**src/rtl/cmd_adr_cov_if.sv**
```systemverilog
// Bus bundle for the cmd/adr coverage monitor: observed channels, control,
// readback port and coverage status.
//
// Handshake: rd_req is a single-cycle request with no backpressure. Every
// cycle rd_req is high at a rising edge produces rd_ack=1 with rd_hit valid
// in the cycle after that edge. Back-to-back requests get back-to-back acks.
interface cmd_adr_cov_if #(
  parameter int CMD_W  = 4,
  parameter int ADR_W  = 4,
  parameter int DATA_W = 4,
  parameter int N_CH   = 2,
  parameter int CNT_W  = 16
);
  localparam int BIN_W = CMD_W + ADR_W;

  logic                     sample_en;
  logic                     clear;
  logic [N_CH-1:0]          ch_valid;
  logic [N_CH*CMD_W-1:0]    ch_cmd;
  logic [N_CH*ADR_W-1:0]    ch_adr;
  logic [N_CH*DATA_W-1:0]   ch_data;
  logic                     rd_req;
  logic [BIN_W-1:0]         rd_bin;
  logic                     rd_ack;
  logic                     rd_hit;
  logic [BIN_W:0]           unique_cnt;
  logic [CNT_W-1:0]         total_cnt;
  logic                     all_covered;
  logic                     new_bin;
  logic [BIN_W-1:0]         new_bin_id;
  logic [DATA_W-1:0]        last_data;

  modport master (
    output sample_en, clear, ch_valid, ch_cmd, ch_adr, ch_data, rd_req, rd_bin,
    input  rd_ack, rd_hit, unique_cnt, total_cnt, all_covered, new_bin,
           new_bin_id, last_data
  );

  modport slave (
    input  sample_en, clear, ch_valid, ch_cmd, ch_adr, ch_data, rd_req, rd_bin,
    output rd_ack, rd_hit, unique_cnt, total_cnt, all_covered, new_bin,
           new_bin_id, last_data
  );
endinterface

```
**src/rtl/cmd_adr_cov_monitor.sv**
```systemverilog
// Multi-channel cmd/adr coverage monitor. Stage 1 registers accepted samples,
// stage 2 sets bitmap bits and updates the unique/total counters. A readback
// port returns the bitmap bit of any bin one cycle after the request.
module cmd_adr_cov_monitor #(
  parameter int CMD_W  = 4,
  parameter int ADR_W  = 4,
  parameter int DATA_W = 4,
  parameter int N_CH   = 2,
  parameter int CNT_W  = 16
) (
  input logic          clk,
  input logic          rst_n,
  cmd_adr_cov_if.slave bus
);
  localparam int BIN_W = CMD_W + ADR_W;
  localparam int NBINS = 2 ** BIN_W;

  logic [N_CH-1:0]              s1_valid_q, s1_valid_d;
  logic [N_CH-1:0][BIN_W-1:0]   s1_bin_q, s1_bin_d;
  logic [N_CH-1:0][DATA_W-1:0]  s1_data_q, s1_data_d;
  logic [NBINS-1:0]             bitmap_q, bitmap_d;
  logic [BIN_W:0]               unique_cnt_q, unique_cnt_d;
  logic [CNT_W-1:0]             total_cnt_q, total_cnt_d;
  logic                         new_bin_q, new_bin_d;
  logic [BIN_W-1:0]             new_bin_id_q, new_bin_id_d;
  logic [DATA_W-1:0]            last_data_q, last_data_d;
  logic                         rd_ack_q, rd_ack_d;
  logic                         rd_hit_q, rd_hit_d;

  // fresh[i]: channel i covers a bin absent from the bitmap and not already
  // claimed by a lower-index channel in the same commit.
  logic [N_CH-1:0]              fresh;
  logic [BIN_W:0]               fresh_cnt;
  logic [CNT_W:0]               sample_cnt;
  logic [CNT_W:0]               total_sum;

  // Stage 1: capture accepted channels; clear drops the samples of this edge.
  always_comb begin
    s1_valid_d = '0;
    s1_bin_d   = s1_bin_q;
    s1_data_d  = s1_data_q;
    for (int i = 0; i < N_CH; i++) begin
      s1_valid_d[i] = bus.ch_valid[i] & bus.sample_en & ~bus.clear;
      s1_bin_d[i]   = {bus.ch_cmd[i*CMD_W +: CMD_W], bus.ch_adr[i*ADR_W +: ADR_W]};
      s1_data_d[i]  = bus.ch_data[i*DATA_W +: DATA_W];
    end
  end

  // In-cycle de-duplication against the pre-edge bitmap and lower channels.
  always_comb begin
    fresh      = '0;
    fresh_cnt  = '0;
    sample_cnt = '0;
    for (int i = 0; i < N_CH; i++) begin
      fresh[i] = s1_valid_q[i] & ~bitmap_q[s1_bin_q[i]];
      for (int j = 0; j < i; j++) begin
        if (s1_valid_q[j] && (s1_bin_q[j] == s1_bin_q[i])) fresh[i] = 1'b0;
      end
      fresh_cnt  = fresh_cnt + (BIN_W+1)'(fresh[i]);
      sample_cnt = sample_cnt + (CNT_W+1)'(s1_valid_q[i]);
    end
    total_sum = {1'b0, total_cnt_q} + sample_cnt;
  end

  // Stage 2: commit bitmap bits and counters; clear overrides everything.
  always_comb begin
    bitmap_d     = bitmap_q;
    unique_cnt_d = unique_cnt_q;
    total_cnt_d  = total_cnt_q;
    new_bin_d    = 1'b0;
    new_bin_id_d = new_bin_id_q;
    last_data_d  = last_data_q;
    if (bus.clear) begin
      bitmap_d     = '0;
      unique_cnt_d = '0;
      total_cnt_d  = '0;
    end else begin
      for (int i = 0; i < N_CH; i++) begin
        if (s1_valid_q[i]) begin
          bitmap_d[s1_bin_q[i]] = 1'b1;
          last_data_d           = s1_data_q[i];
        end
      end
      // Descending scan so the lowest-index fresh channel wins.
      for (int i = N_CH - 1; i >= 0; i--) begin
        if (fresh[i]) new_bin_id_d = s1_bin_q[i];
      end
      unique_cnt_d = unique_cnt_q + fresh_cnt;
      new_bin_d    = |fresh;
      total_cnt_d  = total_sum[CNT_W] ? {CNT_W{1'b1}} : total_sum[CNT_W-1:0];
    end
  end

  // Readback sees the bitmap before this edge's commit; clear forces a miss.
  always_comb begin
    rd_ack_d = bus.rd_req;
    rd_hit_d = bus.rd_req & ~bus.clear & bitmap_q[bus.rd_bin];
  end

  // State registers with asynchronous active-low reset.
  always_ff @(posedge clk or negedge rst_n) begin
    if (!rst_n) begin
      s1_valid_q   <= '0;
      s1_bin_q     <= '0;
      s1_data_q    <= '0;
      bitmap_q     <= '0;
      unique_cnt_q <= '0;
      total_cnt_q  <= '0;
      new_bin_q    <= 1'b0;
      new_bin_id_q <= '0;
      last_data_q  <= '0;
      rd_ack_q     <= 1'b0;
      rd_hit_q     <= 1'b0;
    end else begin
      s1_valid_q   <= s1_valid_d;
      s1_bin_q     <= s1_bin_d;
      s1_data_q    <= s1_data_d;
      bitmap_q     <= bitmap_d;
      unique_cnt_q <= unique_cnt_d;
      total_cnt_q  <= total_cnt_d;
      new_bin_q    <= new_bin_d;
      new_bin_id_q <= new_bin_id_d;
      last_data_q  <= last_data_d;
      rd_ack_q     <= rd_ack_d;
      rd_hit_q     <= rd_hit_d;
    end
  end

  assign bus.rd_ack      = rd_ack_q;
  assign bus.rd_hit      = rd_hit_q;
  assign bus.unique_cnt  = unique_cnt_q;
  assign bus.total_cnt   = total_cnt_q;
  assign bus.all_covered = (unique_cnt_q == (BIN_W+1)'(NBINS));
  assign bus.new_bin     = new_bin_q;
  assign bus.new_bin_id  = new_bin_id_q;
  assign bus.last_data   = last_data_q;
endmodule
```
**src/flat_wrapper.sv**
```systemverilog
// flat-port wrapper written by rule: the top's interface ports become plain ports
module cmd_adr_cov_monitor_flat 
#(
  parameter int CMD_W  = 4,
  parameter int ADR_W  = 4,
  parameter int DATA_W = 4,
  parameter int N_CH   = 2,
  parameter int CNT_W  = 16
)
  (clk, rst_n, bus_sample_en, bus_clear, bus_ch_valid, bus_ch_cmd, bus_ch_adr, bus_ch_data, bus_rd_req, bus_rd_bin, bus_rd_ack, bus_rd_hit, bus_unique_cnt, bus_total_cnt, bus_all_covered, bus_new_bin, bus_new_bin_id, bus_last_data);
  cmd_adr_cov_if #(.CMD_W(CMD_W), .ADR_W(ADR_W), .DATA_W(DATA_W), .N_CH(N_CH), .CNT_W(CNT_W)) bus_i ();
  input logic clk;
  input logic rst_n;
  input wire logic [$bits(bus_i.sample_en)-1:0] bus_sample_en;
  input wire logic [$bits(bus_i.clear)-1:0] bus_clear;
  input wire logic [$bits(bus_i.ch_valid)-1:0] bus_ch_valid;
  input wire logic [$bits(bus_i.ch_cmd)-1:0] bus_ch_cmd;
  input wire logic [$bits(bus_i.ch_adr)-1:0] bus_ch_adr;
  input wire logic [$bits(bus_i.ch_data)-1:0] bus_ch_data;
  input wire logic [$bits(bus_i.rd_req)-1:0] bus_rd_req;
  input wire logic [$bits(bus_i.rd_bin)-1:0] bus_rd_bin;
  output wire logic [$bits(bus_i.rd_ack)-1:0] bus_rd_ack;
  output wire logic [$bits(bus_i.rd_hit)-1:0] bus_rd_hit;
  output wire logic [$bits(bus_i.unique_cnt)-1:0] bus_unique_cnt;
  output wire logic [$bits(bus_i.total_cnt)-1:0] bus_total_cnt;
  output wire logic [$bits(bus_i.all_covered)-1:0] bus_all_covered;
  output wire logic [$bits(bus_i.new_bin)-1:0] bus_new_bin;
  output wire logic [$bits(bus_i.new_bin_id)-1:0] bus_new_bin_id;
  output wire logic [$bits(bus_i.last_data)-1:0] bus_last_data;
  assign bus_i.sample_en = bus_sample_en;
  assign bus_i.clear = bus_clear;
  assign bus_i.ch_valid = bus_ch_valid;
  assign bus_i.ch_cmd = bus_ch_cmd;
  assign bus_i.ch_adr = bus_ch_adr;
  assign bus_i.ch_data = bus_ch_data;
  assign bus_i.rd_req = bus_rd_req;
  assign bus_i.rd_bin = bus_rd_bin;
  assign bus_rd_ack = bus_i.rd_ack;
  assign bus_rd_hit = bus_i.rd_hit;
  assign bus_unique_cnt = bus_i.unique_cnt;
  assign bus_total_cnt = bus_i.total_cnt;
  assign bus_all_covered = bus_i.all_covered;
  assign bus_new_bin = bus_i.new_bin;
  assign bus_new_bin_id = bus_i.new_bin_id;
  assign bus_last_data = bus_i.last_data;
  cmd_adr_cov_monitor #(.CMD_W(CMD_W), .ADR_W(ADR_W), .DATA_W(DATA_W), .N_CH(N_CH), .CNT_W(CNT_W)) u_core (.clk(clk), .rst_n(rst_n), .bus(bus_i));
endmodule
```
**config.mk**
```make
export PLATFORM = sky130hd
export DESIGN_NAME = cmd_adr_cov_monitor_flat
export DESIGN_NICKNAME = d
export VERILOG_FILES = /design/src/rtl/cmd_adr_cov_if.sv /design/src/rtl/cmd_adr_cov_monitor.sv /design/src/flat_wrapper.sv
export SDC_FILE = /design/constraint.sdc
export NUM_CORES = 1
export LEC_CHECK = 0
export CAP_MARGIN = 25
export CORE_UTILIZATION = 59
export DETAILED_ROUTE_END_ITERATION = 7
export PLACE_DENSITY = 0.78
export SYNTH_ARGS = -nofsm -noshare
export SYNTH_HDL_FRONTEND = slang
export SYNTH_SLANG_ARGS = --single-unit
export TNS_END_PERCENT = 30
```
**constraint.sdc**
```tcl
create_clock -name clk -period 12.33 [get_ports clk]
set_input_delay 1.8495 -clock clk [delete_from_list [all_inputs] [get_ports clk]]
set_output_delay 1.8495 -clock clk [all_outputs]
set_load 0.005 [all_outputs]
```
==> flow_metrics.env, run 1 <==
export IMPL_async_flop_share_pct=100
export IMPL_r2r_cells=14
export IMPL_grt_use_total_pct=42.5
export IMPL_power_switching_w=0.000615
export IMPL_p_leak_nw=8.86
export IMPL_final_cells=2133
export IMPL_io_pins=80
export IMPL_required_ns=12.73
export IMPL_crit_type="flip-flop to flip-flop"
export IMPL_numCtsBuffers=37
export IMPL_wl_per_cell_um=33.0
export IMPL_post_place_ws_ns=6.81
export IMPL_firstDrtPassIters=8
export IMPL_grt_max_degree=116
export IMPL_cts_resized=0
export IMPL_p_int_w=0.00179
export IMPL_clkTransAtPathRegs_ns=0.06
export IMPL_rr_endpoint="u_core.bus.unique_cnt[8]"
export IMPL_fin_ws_ns=6.57
export IMPL_cts_tree="yes"
export IMPL_placement_io_buffers=79
export IMPL_setup_worst_path_end_class="flip-flop"
export IMPL_pwr_share_clk_pct=44.8
export IMPL_critPathSlowestCell="dfrtp_4"
export IMPL_ctsHoldBuffers=0
export IMPL_worst_hold_path_endpoint="u_core.bus.last_data[2]"
export IMPL_fin_worst_skew_ns=0.0335
export IMPL_holdPathStages=2
export IMPL_ys_seq_elements=322
export IMPL_syn_area_sq_um=19600
export IMPL_cts_setup_buffers=0
export IMPL_dieHeight_um=184
export IMPL_syn_inst=1628
export IMPL_drv_slew=0
export IMPL_status="complete, but fails checks"
export IMPL_nFillCells=2300
export IMPL_synth_ff_type="dfrtp_1"
export IMPL_vias=17400
export IMPL_cts_buffer_depth=3
export IMPL_comb_power_share_pct=9.8
export IMPL_r2r_slack_ns=6.57
export IMPL_place_area_sq_um=20900
export IMPL_syn_to_final_growth_pct=13.5
export IMPL_min_from="u_core.bus.last_data[2]"
export IMPL_drive_gt1_share_pct=24.7
export IMPL_synth_area_leaders="dfrtp_1, mux4_2, a221oi_1"
export IMPL_hold_class="flip-flop to flip-flop"
export IMPL_ys_seq_area_share_pct=41.1
export IMPL_finalNetCount=1710
export IMPL_rows=66
export IMPL_rsz0062_at_grt="false"
export IMPL_synth_top_area_share_pct=41.1
export IMPL_dp_cells=2050
export IMPL_antenna_found_initial=4
export IMPL_coreArea_sq_um=32600
export IMPL_max_cap_violations=0
export IMPL_worstPathArrival_ns=6.15
export IMPL_netSwitchingFraction_pct=25.6
export IMPL_initialDrtViolationCount=3315
export IMPL_insertion_delay_ns=0.55
export IMPL_gp_congestion=0.972
export IMPL_synth_top_cell_by_area="dfrtp_1"
export IMPL_avgSynthCellArea_sq_um=12.0
export IMPL_design_area_sq_um=22200
export IMPL_slew_headroom_pct=20.0
export IMPL_ant_nets=0
export IMPL_initial_utilization_pct=60.0
export IMPL_route_detailed_drc=1
export IMPL_tightest_slew_ns=1.20
export IMPL_finalSetupViolCount=0
export IMPL_min_period_ns=5.76
export IMPL_seqPwrFrac_pct=45.4
export IMPL_dp_hpwl_um=43700
export IMPL_path_max_fanout=44
export IMPL_synthTopCellsByCount="dfrtp_1, nor2_1, a221oi_1"
export IMPL_cpPeakStageDelay_ns=0.81
export IMPL_setup_tns_ns=0
export IMPL_root_buffer="clkbuf_16"
export IMPL_p_per_area_nw_per_um2=108
export IMPL_synth_edf_count=0
export IMPL_synth_cell_type_count=58
export IMPL_grt_pass1_vias=16700
export IMPL_gr_total_overflow=0
export IMPL_synth_most_common_cell="dfrtp_1"
export IMPL_path_cells="buf_4 > mux4_2 > mux4_2 > a22oi_1 > nand4_1 > nor3_1 > ha_1 > ha_1 > fa_1 > nand2_1 > nor2_1 > nand3_1 > xor2_1 > nor2_1"
export IMPL_cp_start_kind="flip-flop"
export IMPL_dieArea_sq_um=33900
export IMPL_violations="DRC"
export IMPL_ir_drop_mv=0.116
export IMPL_wirelength_um=70300
export IMPL_htree_levels=2
export IMPL_fmax_mhz=174
export IMPL_vias_per_cell=8.14
export IMPL_regToRegStartpoint="u_core.s1_bin_q[8]"
export IMPL_hold_viol_final=0
export IMPL_cts_sinks=322
export IMPL_yosysWarnings=0
export IMPL_synth_nets=1677
export IMPL_finalCritPeriodShare_pct=46.7
export IMPL_grt_pass1_wl_um=105000
export IMPL_die_w_um=184
routing by layer:
layer	global-route usage (%)	up-vias	routed length [um]
met4	28.1	4	5430
met2	59.1	1821	29800
met3	19.1	454	11900
met5	1.33	-	72
li1	-	6573	-
met1	53.4	8503	23100
layout by cell type, fill, tap and decap left out, types with 5 or more instances in the layout:
cell type	netlist	final
nor2b_1	17	17
a31oi_1	8	8
nor2_1	314	314
nand2_1	49	49
mux2_2	14	14
a22oi_1	5	5
buf_4	8	82
mux4_1	9	9
mux4_2	216	216
clkbuf_1	134	7
ha_1	8	8
nor3_2	0	11
clkbuf_16	0	37
dfrtp_1	322	316
clkdlybuf4s50_1	0	75
o22ai_1	5	5
nand4_1	12	12
xnor2_1	13	13
mux2i_1	21	21
nand2b_1	18	18
nor3_1	29	18
o211ai_1	9	9
a21oi_1	22	22
inv_1	8	8
o21ai_0	7	7
a211oi_1	6	6
a221oi_1	253	253
xor2_1	12	12
or3_1	5	5
clkinv_2	0	7
nand3_1	19	19
clkbuf_8	0	10
buf_6	4	8
through the flow:
step           util, %  hold WS, ns  power [W]
3_3_place_gp      63.6        0.464    0.00133
3_5_place_dp      64.0        0.469    0.00134
2_1_floorplan        -        0.473    0.00123
6_report          68.2        0.475    0.00241
4_1_cts           67.6        0.482    0.00241
5_1_grt           68.1        0.513    0.00247
state kept, by name, indices dropped and copies added, names as in the netlist, 2 cells and up:
register,cells
u_core.bus.new_bin_id,8
u_core.bitmap_q,256
u_core.bus.last_data,4
u_core.s1_bin_q,16
u_core.s1_valid_q,2
u_core.bus.total_cnt,16
u_core.bus.unique_cnt,9
u_core.s1_data_q,8
cells by family after synthesis:
family | after synthesis | share of synthesized area [%]
xor+xnor | 25 | 1.12
buf+inv | 189 | 4.21
compound gates | 328 | 13.8
mux | 260 | 27.9
fa+ha+maj | 10 | 0.715
simple gates | 494 | 11.1
flops | 322 | 41.1
power by group through the flow:
| stage | clock [W] | sequential [W] | combinational, W |
|---|---|---|---|
| after floorplan | 0 | 0.00110 | 0.000133 |
| after global placement | 0 | 0.00111 | 0.000221 |
| after detailed placement | 0 | 0.00111 | 0.000226 |
| after CTS | 0.00109 | 0.00109 | 0.000227 |
| after global routing | 0.00113 | 0.00109 | 0.000250 |
| final | 0.00108 | 0.00109 | 0.000236 |
area by class of cell:
type                            count  area, sq um  area share [%]
Clock inverter                     12          100           0.450
Antenna cell                        4         10.0          0.0450
Multi-Input combinational cell   1117        10800            48.5
Sequential cell                   322         8070            36.3
Inverter                           10         40.0           0.180
Clock buffer                       53         1080            4.84
Timing Repair Buffer              173         1610            7.22
Tap cell                          442          553            2.49
critical path, delay by kind of cell (launching register included):
kind,cells,cell delay (ns)
AOI/OAI and AO/OA,1,0.68
xor gates and xnor gates,1,0.15
adders and majority gates,3,0.94
buffers and inverters,1,0.79
DFF,1,0.81
muxes,2,1.12
and+or+nand+nor,6,1.08
worst max-delay path by stage:
stage                  startpoint                       end  slack [ns]
6_report       u_core.s1_bin_q[8]  u_core.bus.unique_cnt[8]        6.57
5_1_grt        u_core.s1_bin_q[8]  u_core.bus.unique_cnt[8]        6.37
4_1_cts        u_core.s1_bin_q[8]  u_core.bus.unique_cnt[8]        7.09
3_5_place_dp        bus_rd_bin[0]         u_core.bus.rd_hit        6.81
3_3_place_gp        bus_rd_bin[0]         u_core.bus.rd_hit        6.87
2_1_floorplan       bus_rd_bin[2]         u_core.bus.rd_hit        7.80
Power figures use the tool's default switching activity.
==> inputs of run 2 (changes only) <==
clock period = 5.4 ns   (was 12.33 ns; I/O delays follow)
==> run 2 against run 1 <==
Net effect: the flow now finishes without violations; combinational power up 120%; total power is 130% higher; hold slack worse by 0.14 ns; via count decreased by 1.5%; worst setup slack worse by 6.0 ns; fmax rose by 18%; register-to-register slack worse by 6.0 ns.
==> flow_metrics.env, run 2 (same netlist as run 1, synthesis figures left out) <==
export IMPL_status="completed"
export IMPL_path_max_fanout=30
export IMPL_finalSetupViolCount=0
export IMPL_ir_drop_mv=0.214
export IMPL_crit_type="flip-flop to flip-flop"
export IMPL_seqPwrFrac_pct=45.7
export IMPL_firstDrtPassIters=8
export IMPL_wl_per_cell_um=32.1
export IMPL_pwr_share_clk_pct=45.0
export IMPL_grt_use_total_pct=41.6
export IMPL_cts_buffer_depth=3
export IMPL_root_buffer="clkbuf_16"
export IMPL_antenna_found_initial=1
export IMPL_cts_tree="yes"
export IMPL_dp_hpwl_um=44100
export IMPL_top_register="u_core.bitmap_q"
export IMPL_power_switching_w=0.00142
export IMPL_cts_resized=0
export IMPL_final_cell_mix="dfrtp_1, nor2_1, a221oi_1"
export IMPL_vias_per_cell=8.01
export IMPL_netSwitchingFraction_pct=25.7
export IMPL_nFillCells=2278
export IMPL_syn_to_final_growth_pct=13.9
export IMPL_cts_sinks=322
export IMPL_path_cells="mux4_2 > nor2b_1 > a2111oi_0 > nor3_1 > nor3_4 > and2_4 > and2_4 > ha_1 > ha_1 > fa_1 > nand2_1 > nor2_1 > nand3_1 > xor2_1 > nor2_1"
export IMPL_numCtsBuffers=36
export IMPL_vias=17100
export IMPL_min_period_ns=4.87
export IMPL_p_int_w=0.00411
export IMPL_r2r_slack_ns=0.53
export IMPL_gp_congestion=1.02
export IMPL_drv_slew=0
export IMPL_placement_io_buffers=79
export IMPL_clkTransAtPathRegs_ns=0.06
export IMPL_drive_gt1_share_pct=24.9
export IMPL_dieArea_sq_um=33900
export IMPL_setup_tns_ns=0
export IMPL_cp_num_buf_inv=0
export IMPL_initial_utilization_pct=60.0
export IMPL_worstPathArrival_ns=5.26
export IMPL_htree_levels=2
export IMPL_fin_worst_skew_ns=0.0181
export IMPL_slew_headroom_pct=23.9
export IMPL_ctsHoldBuffers=0
export IMPL_tightest_slew_ns=1.14
export IMPL_cp_start_kind="flip-flop"
export IMPL_max_cap_violations=0
export IMPL_grt_max_degree=132
export IMPL_p_per_area_nw_per_um2=248
export IMPL_cts_setup_buffers=0
export IMPL_initialDrtViolationCount=3222
export IMPL_comb_power_share_pct=9.3
export IMPL_p_leak_nw=8.88
export IMPL_finalNetCount=1714
export IMPL_finalCritPeriodShare_pct=90.1
export IMPL_route_detailed_drc=0
export IMPL_hold_viol_final=0
export IMPL_cp_top_family="simple AND/OR/NAND/NOR gates"
export IMPL_p_total_w=0.00553
export IMPL_cpPeakStageDelay_ns=0.82
export IMPL_ant_nets=0
export IMPL_antenna_cells=0
export IMPL_required_ns=5.80
export IMPL_dieHeight_um=184
export IMPL_fmax_mhz=205
export IMPL_rows=66
export IMPL_insertion_delay_ns=0.54
export IMPL_setup_worst_path_end_class="flip-flop"
export IMPL_rsz0062_at_grt="false"
export IMPL_gr_total_overflow=0
export IMPL_critPathSlowestCell="dfrtp_4"
export IMPL_hold_class="primary input to asynchronous set/reset pin"
export IMPL_coreArea_sq_um=32600
export IMPL_io_pins=80
export IMPL_place_area_sq_um=21000
export IMPL_grt_pass1_wl_um=104000
export IMPL_final_common_cell="dfrtp_1"
export IMPL_grt_pass1_vias=16600
export IMPL_largest_reg_flops=256
export IMPL_design_area_sq_um=22300
export IMPL_wirelength_um=68400
export IMPL_die_w_um=184
-- run 2: power groups by stage --
stage                     Combinational, W  Sequential, W  Clock [W]
final                             0.000514        0.00253    0.00249
after global routing              0.000545        0.00253    0.00260
after CTS                         0.000499        0.00252    0.00251
after detailed placement          0.000497        0.00257          0
after global placement            0.000488        0.00256          0
after floorplan                   0.000304        0.00252          0
-- run 2: routing by layer --
metal	track usage [%]	vias up	wire length, um	share of wire [%]
li1	-	6557	-	-
met1	53.2	8464	22400	33
met2	59.6	1687	29500	43
met3	16.6	392	11500	17
met4	25.3	2	4920	7.2
met5	0	-	10	0.015
-- run 2: through the flow --
step / hold WS (ns) / worst slack [ns] / instances / util (%)
after global placement: 0.464 / 0.659 / 2052 / 64.2
final: 0.333 / 0.533 / 2134 / 68.4
after detailed placement: 0.474 / 0.635 / 2059 / 64.4
after global routing: 0.396 / 0.322 / 2134 / 68.4
after CTS: 0.351 / 0.578 / 2124 / 68.0
after floorplan: 0.473 / 1.23 / 1628 / -
-- run 2: worst paths after layout --
path                                          from  cells after the start                  endpoint
setup / recovery                u_core.s1_bin_q[0]                     15  u_core.bus.unique_cnt[8]
hold / removal                               rst_n                      1   u_core.bus.last_data[3]
setup reg to reg                u_core.s1_bin_q[0]                     15  u_core.bus.unique_cnt[8]
hold reg to reg            u_core.bus.last_data[1]                      2   u_core.bus.last_data[1]
max in group asynchronous                    rst_n                      2        u_core.s1_bin_q[8]
min in group clk           u_core.bus.last_data[1]                      2   u_core.bus.last_data[1]
-- run 2: final cells by class --
cell class | instances | area, sq um | area share (%)
Multi-Input combinational cell | 1117 | 10800 | 48.3
Sequential cell | 322 | 8070 | 36.2
Timing Repair Buffer | 178 | 1680 | 7.54
Clock buffer | 51 | 1040 | 4.65
Tap cell | 442 | 553 | 2.48
Clock inverter | 14 | 151 | 0.678
Inverter | 10 | 40.0 | 0.179
-- run 2: worst register-to-register path: cells and delay by family (launching register included) --
kind | cells | cell delay, ns
and+or+nand+nor | 9 | 1.49
DFF | 1 | 0.82
adders and majority gates | 3 | 0.90
xor gates and xnor gates | 1 | 0.16
muxes | 1 | 0.58
AOI/OAI and AO/OA | 1 | 0.79
